## config.mk

```make
export PLATFORM = sky130hd
export DESIGN_NAME = gray2bin_pipe
export DESIGN_NICKNAME = d
export VERILOG_FILES = /design/src/rtl/gray2bin_pipe.sv
export SDC_FILE = /design/constraint.sdc
export NUM_CORES = 1
export LEC_CHECK = 0
export CORE_AREA = 2 2 43 45
export DETAILED_ROUTE_END_ITERATION = 8
export DIE_AREA = 0 0 45 47
export PLACE_DENSITY = 0.73
export SLEW_MARGIN = 25
export SYNTH_ARGS = -nofsm -noshare
export SYNTH_HDL_FRONTEND = slang
export SYNTH_SLANG_ARGS = --single-unit
```

## constraint.sdc

```tcl
create_clock -name clk -period 2.7 [get_ports clk]
set_input_delay 0.27 -clock clk [delete_from_list [all_inputs] [get_ports clk]]
set_output_delay 0.27 -clock clk [all_outputs]
set_load 0.02 [all_outputs]
```

## src/rtl/gray2bin_pipe.sv

```systemverilog
// Gray-to-binary converter with a fixed-latency pipeline and step classification.
// Each valid sample is decoded and compared with the previous valid sample (the history).
// The result is flagged as +1, -1, a hold, or an illegal jump. All comparisons wrap mod 2^N.
// The full decode and the classification happen ahead of stage 0.
// The remaining STAGES-1 registers only delay the result, so the latency is exactly STAGES.
module gray2bin_pipe #(
    parameter int unsigned N      = 4,
    parameter int unsigned STAGES = 1
) (
    input  logic         clk,
    input  logic         rst,
    input  logic         in_valid,
    input  logic [N-1:0] in_gray,
    input  logic         err_clr,
    output logic         out_valid,
    output logic [N-1:0] out_bin,
    output logic         step_up,
    output logic         step_dn,
    output logic         step_err,
    output logic         err_sticky
);

    localparam int unsigned Last = STAGES - 1;

    logic [N-1:0] w_bin;
    logic [N-1:0] w_diff;
    logic         w_up;
    logic         w_dn;
    logic         w_err;

    logic [N-1:0] r_hist;
    logic         r_hist_vld;
    logic         r_err_sticky;

    // Per-stage state; flags are kept as {err, dn, up} and are zero in empty slots
    logic         r_vld [STAGES];
    logic [N-1:0] r_bin [STAGES];
    logic [2:0]   r_flg [STAGES];

    // Gray decode: bin[i] is the XOR of all gray bits from i upward
    always_comb begin
        w_bin = '0;
        for (int unsigned i = 0; i < N; i++) begin
            w_bin[i] = ^(in_gray >> i);
        end
    end

    // Classify the incoming sample against the history (modular difference)
    always_comb begin
        w_diff = w_bin - r_hist;
        w_up   = r_hist_vld && (w_diff == N'(1));
        w_dn   = r_hist_vld && (w_diff == {N{1'b1}});
        w_err  = r_hist_vld && (w_diff != '0) && !w_up && !w_dn;
    end

    // History register: only valid samples update it; idle cycles leave it alone
    always_ff @(posedge clk) begin
        if (rst) begin
            r_hist     <= '0;
            r_hist_vld <= 1'b0;
        end else if (in_valid) begin
            r_hist     <= w_bin;
            r_hist_vld <= 1'b1;
        end
    end

    // Delay line: data advances only with a valid slot so the output value holds when idle
    always_ff @(posedge clk) begin
        if (rst) begin
            for (int unsigned s = 0; s < STAGES; s++) begin
                r_vld[s] <= 1'b0;
                r_bin[s] <= '0;
                r_flg[s] <= '0;
            end
        end else begin
            r_vld[0] <= in_valid;
            if (in_valid) begin
                r_bin[0] <= w_bin;
            end
            r_flg[0] <= in_valid ? {w_err, w_dn, w_up} : 3'b000;
            for (int unsigned s = 1; s < STAGES; s++) begin
                r_vld[s] <= r_vld[s-1];
                if (r_vld[s-1]) begin
                    r_bin[s] <= r_bin[s-1];
                end
                r_flg[s] <= r_flg[s-1];
            end
        end
    end

    // Sticky error: a step_err output sets it; set beats a coincident clear
    always_ff @(posedge clk) begin
        if (rst) begin
            r_err_sticky <= 1'b0;
        end else if (step_err) begin
            r_err_sticky <= 1'b1;
        end else if (err_clr) begin
            r_err_sticky <= 1'b0;
        end
    end

    // Outputs come straight from the last stage
    always_comb begin
        out_valid  = r_vld[Last];
        out_bin    = r_bin[Last];
        step_up    = r_flg[Last][0];
        step_dn    = r_flg[Last][1];
        step_err   = r_flg[Last][2];
        err_sticky = r_err_sticky;
    end

endmodule

```

## After elaboration in Yosys (flattened, before gate mapping)

Memory sizes are Yosys's and may differ from the RTL's.
Cells that the tools add are included.

| cells by class | value |
|---|---|
| add/subtract/negate cells | 1 |
| eq/ne operators | 2 |
| muxes and demuxes | 15 |
| reductions and logical operators | 16 |

Operator list:

| operator | number |
|---|---|
| $reduce_xor 4->1 | 4 |
| $mux 1 | 12 |
| $mux 3 | 2 |
| $logic_and 1x1->1 | 5 |
| $eq 4x1->1 const B | 1 |
| $eq 4x4->1 const B | 1 |
| $mux 4 | 1 |
| $reduce_bool 4->1 | 1 |
| $reduce_or 4->1 | 1 |
| $sub 4x4->4 | 1 |
| $reduce_or 3->1 | 1 |
| $logic_not 1->1 | 2 |
| $reduce_bool 2->1 | 1 |
| $reduce_or 1->1 | 1 |

| storage, ports and cells | value |
|---|---|
| register bits | 6 |
| RAM bits | 8 |
| output and inout bits | 9 |
| word-level logic and storage cells | 40 |
| memories | 3 |

Memories:

| name | depth | bits a word | read ports | clocked after Yosys merged registers in | wr ports | line | source |
|---|---|---|---|---|---|---|---|
| r_bin | 1 | 4 | 1 | 0 | 1 | 37 | `logic [N-1:0] r_bin [STAGES];` |
| r_flg | 1 | 3 | 1 | 0 | 1 | 38 | `logic [2:0] r_flg [STAGES];` |
| r_vld | 1 | 1 | 1 | 0 | 1 | 36 | `logic r_vld [STAGES];` |

## Logic depth before layout (Yosys ltp)

| depth | value |
|---|---|
| depth in word-level cells | 9 |
| depth in mapped cells | 10 |
| mapped depth without buffers | 10 |

## Least setup slack after synthesis

OpenSTA, ideal clock, no wires.

| timing | value |
|---|---|
| path kind | input-to-reg |
| start point | input port in_gray[3] |
| end point | memory r_flg[0][2] |
| setup time | 122 ps |
| data arrival time | 2,126 ps |
| required time | 2,578 ps |
| setup slack | 452 ps |
| cell stages on the path | 10 |
| path buffers | 0 |
| path through | xnor2_1 > xnor2_2 > xnor2_1 > ha_1 > inv_1 > fa_1 > xor2_1 > nand4b_1 > nor3b_1 > a211oi_1 |

| on the way | value |
|---|---|
| cells in the longest elaborated chain, start to end | 9 |
| elaborated cells on any way between the ends | 17 |
| those cells by class | 1 x add/sub; 2 x eq/ne; 2 x mux; 12 x reduce/logical |

RTL lines:

| what | line | source |
|---|---|---|
| from (decl) | 13 | `input logic [N-1:0] in_gray,` |
| $reduce_xor 4->1 * | 44 | `w_bin[i] = ^(in_gray >> i);` |
| via w_bin[1] | 25 | `logic [N-1:0] w_bin;` |
| $sub 4x4->4 * | 50 | `w_diff = w_bin - r_hist;` |
| $eq 4x1->1 | 51 | `w_up = r_hist_vld && (w_diff == N'(1));` |
| $logic_and 1x1->1 | 51 |  |
| $logic_not 1->1 | 53 | `w_err = r_hist_vld && (w_diff != '0) && !w_up && !w_dn;` |
| $logic_and 1x1->1 | 53 |  |
| $logic_and 1x1->1 * | 53 |  |
| $mux 3 * | 80 | `r_flg[0] <= in_valid ? {w_err, w_dn, w_up} : 3'b000;` |
| $mux 3 (no line) * | -- |  |
| to (decl) | 38 |  |

The timed path passes the listed nets; every way through them passes the cells marked *.

## Worst setup path after layout

Ends and elaborated chain as after synthesis.

==> run metrics <==
Overflow after GRT 0; Yosys top cell by area dfxtp_1; Num CTS Buffers 3; DP Wirelength 879 µm; Setup Skew approximately 0.00056 ns; Mapped Nets 73; CP cell instances clkdlybuf4s50_1, xnor2_1, xnor2_2, xnor2_1, ha_1, inv_1, fa_1, xor2_1, nand4b_1, nor3b_1, a211oi_1; combinational power share 0.254; CTS tree done; floorplan core area around 1700 µm²; Final period util 0.901; critical path launch point type primary input; Cells after Synth ~60; Post-Synth Adder-Cell Area 0.0911; Residual DRC 0; critical path class in2reg; CP delay by family, top XOR/XNOR gates; met2 Use GR 0.206; Worst Hold Class reg2reg; Routed WL ~1.1 mm; Inserted Diodes 0; Post-Synth Simple-Gate Area 0.188; die height approximately 47 µm; clock network power share 0.288; Yosys warnings 0; clock buffer depth 2; post-synthesis mux area share 0.0317; Slew Limit Fails 0; Peak VDD IR 213 µV; dominant cells by area after synthesis dfxtp_1 (32%), edfxtp_1 (19%), nor2_1 (6.5%); met1 Use GR 0.130; post-CTS resize count 0; die footprint about 2100 µm²; Seq/Total Area, Yosys 0.507; hold buffer count at cts 0; CP most frequent cell xnor2_1; layout cells sized above 1 0.133; Sw Ratio 0.271; Mapped Area 632 µm²; Port Buffers 16; largest family of logic cells by synthesized area simple AND/OR/NAND/NOR gates; area added between synthesis and finish 37.4%; gr busiest metal met2; Routability Congestion between 0.7 and 0.8; RSZ-0062 raised after global routing no; initial core utilization 0.383; met3 Use GR 0.0269; Setup Buffers After CTS 0; max cap viols 0; vias in the first global route 416; synthesized area per cell 10.4 µm²; Final WS setup between 0.2 and 0.3 ns; Slew headroom 0.749; Psw approximately 0.14 mW; GRT Util Overall 0.122; CP Capture Type flop; maximum clock rate between 0.4 and 0.5 GHz; area share of the largest cell type after synthesis 0.317; Max stage delay on crit path 0.43 ns; num rows 15; pre-CTS setup slack -0.0253 ns; IO Pins 17; crit path max fanout 3; clk_lat worst skew between 0.2 and 0.3 ns; Req. time, crit path 2.87 ns; Detail Route Antenna Nets 0; clock tree sinks 14; nets between 90 and 100; placed insts 96; Seq pwr share 0.458; Synth Area in XOR/XNOR 0.0812; pin count of the biggest net entering global routing 10; first-pass iteration count of the detailed router 3; clock root cell clkbuf_4; Iteration-0 DRC Markers 4; first-pass GRT wire length roughly 1.8 mm; DR vias a little under 500; number of H-tree levels 1; WL per Instance ~11 µm; Pleak about 0.36 nW; min cycle time layout ~2.4 ns; initial antenna violation count 0; Synth Area in Compound Gates 0.0594; Vias/cell 4.96; Hold Vio Cnt, Final 0; sum of buffers and inverters on the critical path 2; # setup viols final 0; Die Width ~45 µm; Clk pin slew, worst setup/hold paths 0.08 ns; WP data arrival roughly 2.6 ns; worst-margin pin slew 0.375 ns; Yosys reg bits 14; status completed; Power Dens Cells ~600 nW/µm²; slowest cell on the critical path clkdlybuf4s50_1; fin cells 100; Yosys cell types 23; Int Pwr around 0.38 mW
## cells in the final DEF (no fill, tap or decap)
master / n
nand2b_1: 2
dfxtp_1: 10
nand2_1: 1
clkbuf_8: 1
and3_1: 1
edfxtp_1: 4
or2_2: 1
buf_4: 3
ha_1: 3
a211oi_1: 3
clkdlybuf4s50_1: 16
nand4b_1: 1
clkbuf_4: 3
xnor2_2: 1
xnor2_1: 2
nand3b_1: 1
mux2i_1: 2
xor2_1: 2
nor2_1: 11
nand3_1: 1
nor3b_1: 1
nor3_1: 1
a21oi_1: 3
and2_2: 2
inv_1: 6
fa_1: 1
## area by class of cell
type                    count  area [µm²]
well taps                  17        21.3
inverters                   6        22.5
repair buffers             19         183
clock buffers               4        36.3
flip-flops and latches     14         320
multi-input cells          40         285
fillers                   152         783
## power groups by stage
stage / clock [mW] / combinational (mW) / sequential [mW]
floorplan: 0 / 0.0688 / 0.252
global placement: 0 / 0.127 / 0.241
detailed placement: 0 / 0.130 / 0.242
CTS: 0.155 / 0.132 / 0.237
global route: 0.161 / 0.145 / 0.239
finish: 0.149 / 0.131 / 0.237
## cell usage after synthesis (all sizes together)
| cell | count |
|---|---|
| clkbuf | 1 |
| a21oi | 3 |
| and2 | 2 |
| nand4b | 1 |
| ha | 3 |
| or2 | 1 |
| nor2 | 11 |
| xnor2 | 3 |
| nor3b | 1 |
| nand2 | 1 |
| dfxtp | 10 |
| mux2i | 2 |
| a211oi | 3 |
| nand3 | 1 |
| nor3 | 1 |
| nand2b | 2 |
| xor2 | 2 |
| nand3b | 1 |
| edfxtp | 4 |
| fa | 1 |
| and3 | 1 |
| inv | 6 |
## worst min-delay path: stages, from the launching register on
cell and delay (ns):
dfxtp_1 0.34, a21oi_1 0.04, nor2_1 0.07
## metrics by stage
stage / hold WS (ns) / TNS (ns) / utilization / instance area (µm²) / power (mW)
floorplan: 0.342 / 0 / - / 632 / 0.321
global placement: 0.457 / 0 / 0.504 / 832 / 0.368
detailed placement: 0.476 / -0.0253 / 0.504 / 832 / 0.372
CTS: 0.495 / 0 / 0.526 / 868 / 0.524
global route: 0.523 / 0 / 0.526 / 868 / 0.545
finish: 0.494 / 0 / 0.526 / 868 / 0.517
## worst paths after layout
path               startpoint          end  slack [ns]  cells past startpoint
setup / recovery   in_gray[3]  r_flg[0][2]        0.27                     11
hold / removal    r_flg[0][2]   err_sticky        0.49                      2
setup reg to reg    r_hist[0]  r_flg[0][2]        1.04                      7
hold reg to reg   r_flg[0][2]   err_sticky        0.49                      2
## metal layers
layer | up-vias | share of wire
li1 | 248 | -
met1 | 238 | 0.42
met2 | 8 | 0.52
met3 | 2 | 0.034
met4 | 0 | 0.018
met5 | - | 0
## logic make-up after synthesis
family,after synthesis
and+or+nand+nor,23
DFF,14
buffers and inverters,7
AOI/OAI and AO/OA,6
xor gates and xnor gates,5
adders and majority gates,4
muxes,2
## registers in the layout, indices dropped and copies added (netlist names)
| signal | count |
|---|---|
| err_sticky | 1 |
| r_bin | 4 |
| r_flg | 3 |
| r_hist | 4 |
| r_hist_vld | 1 |
| r_vld | 1 |
(Power assumes the default switching activity.)
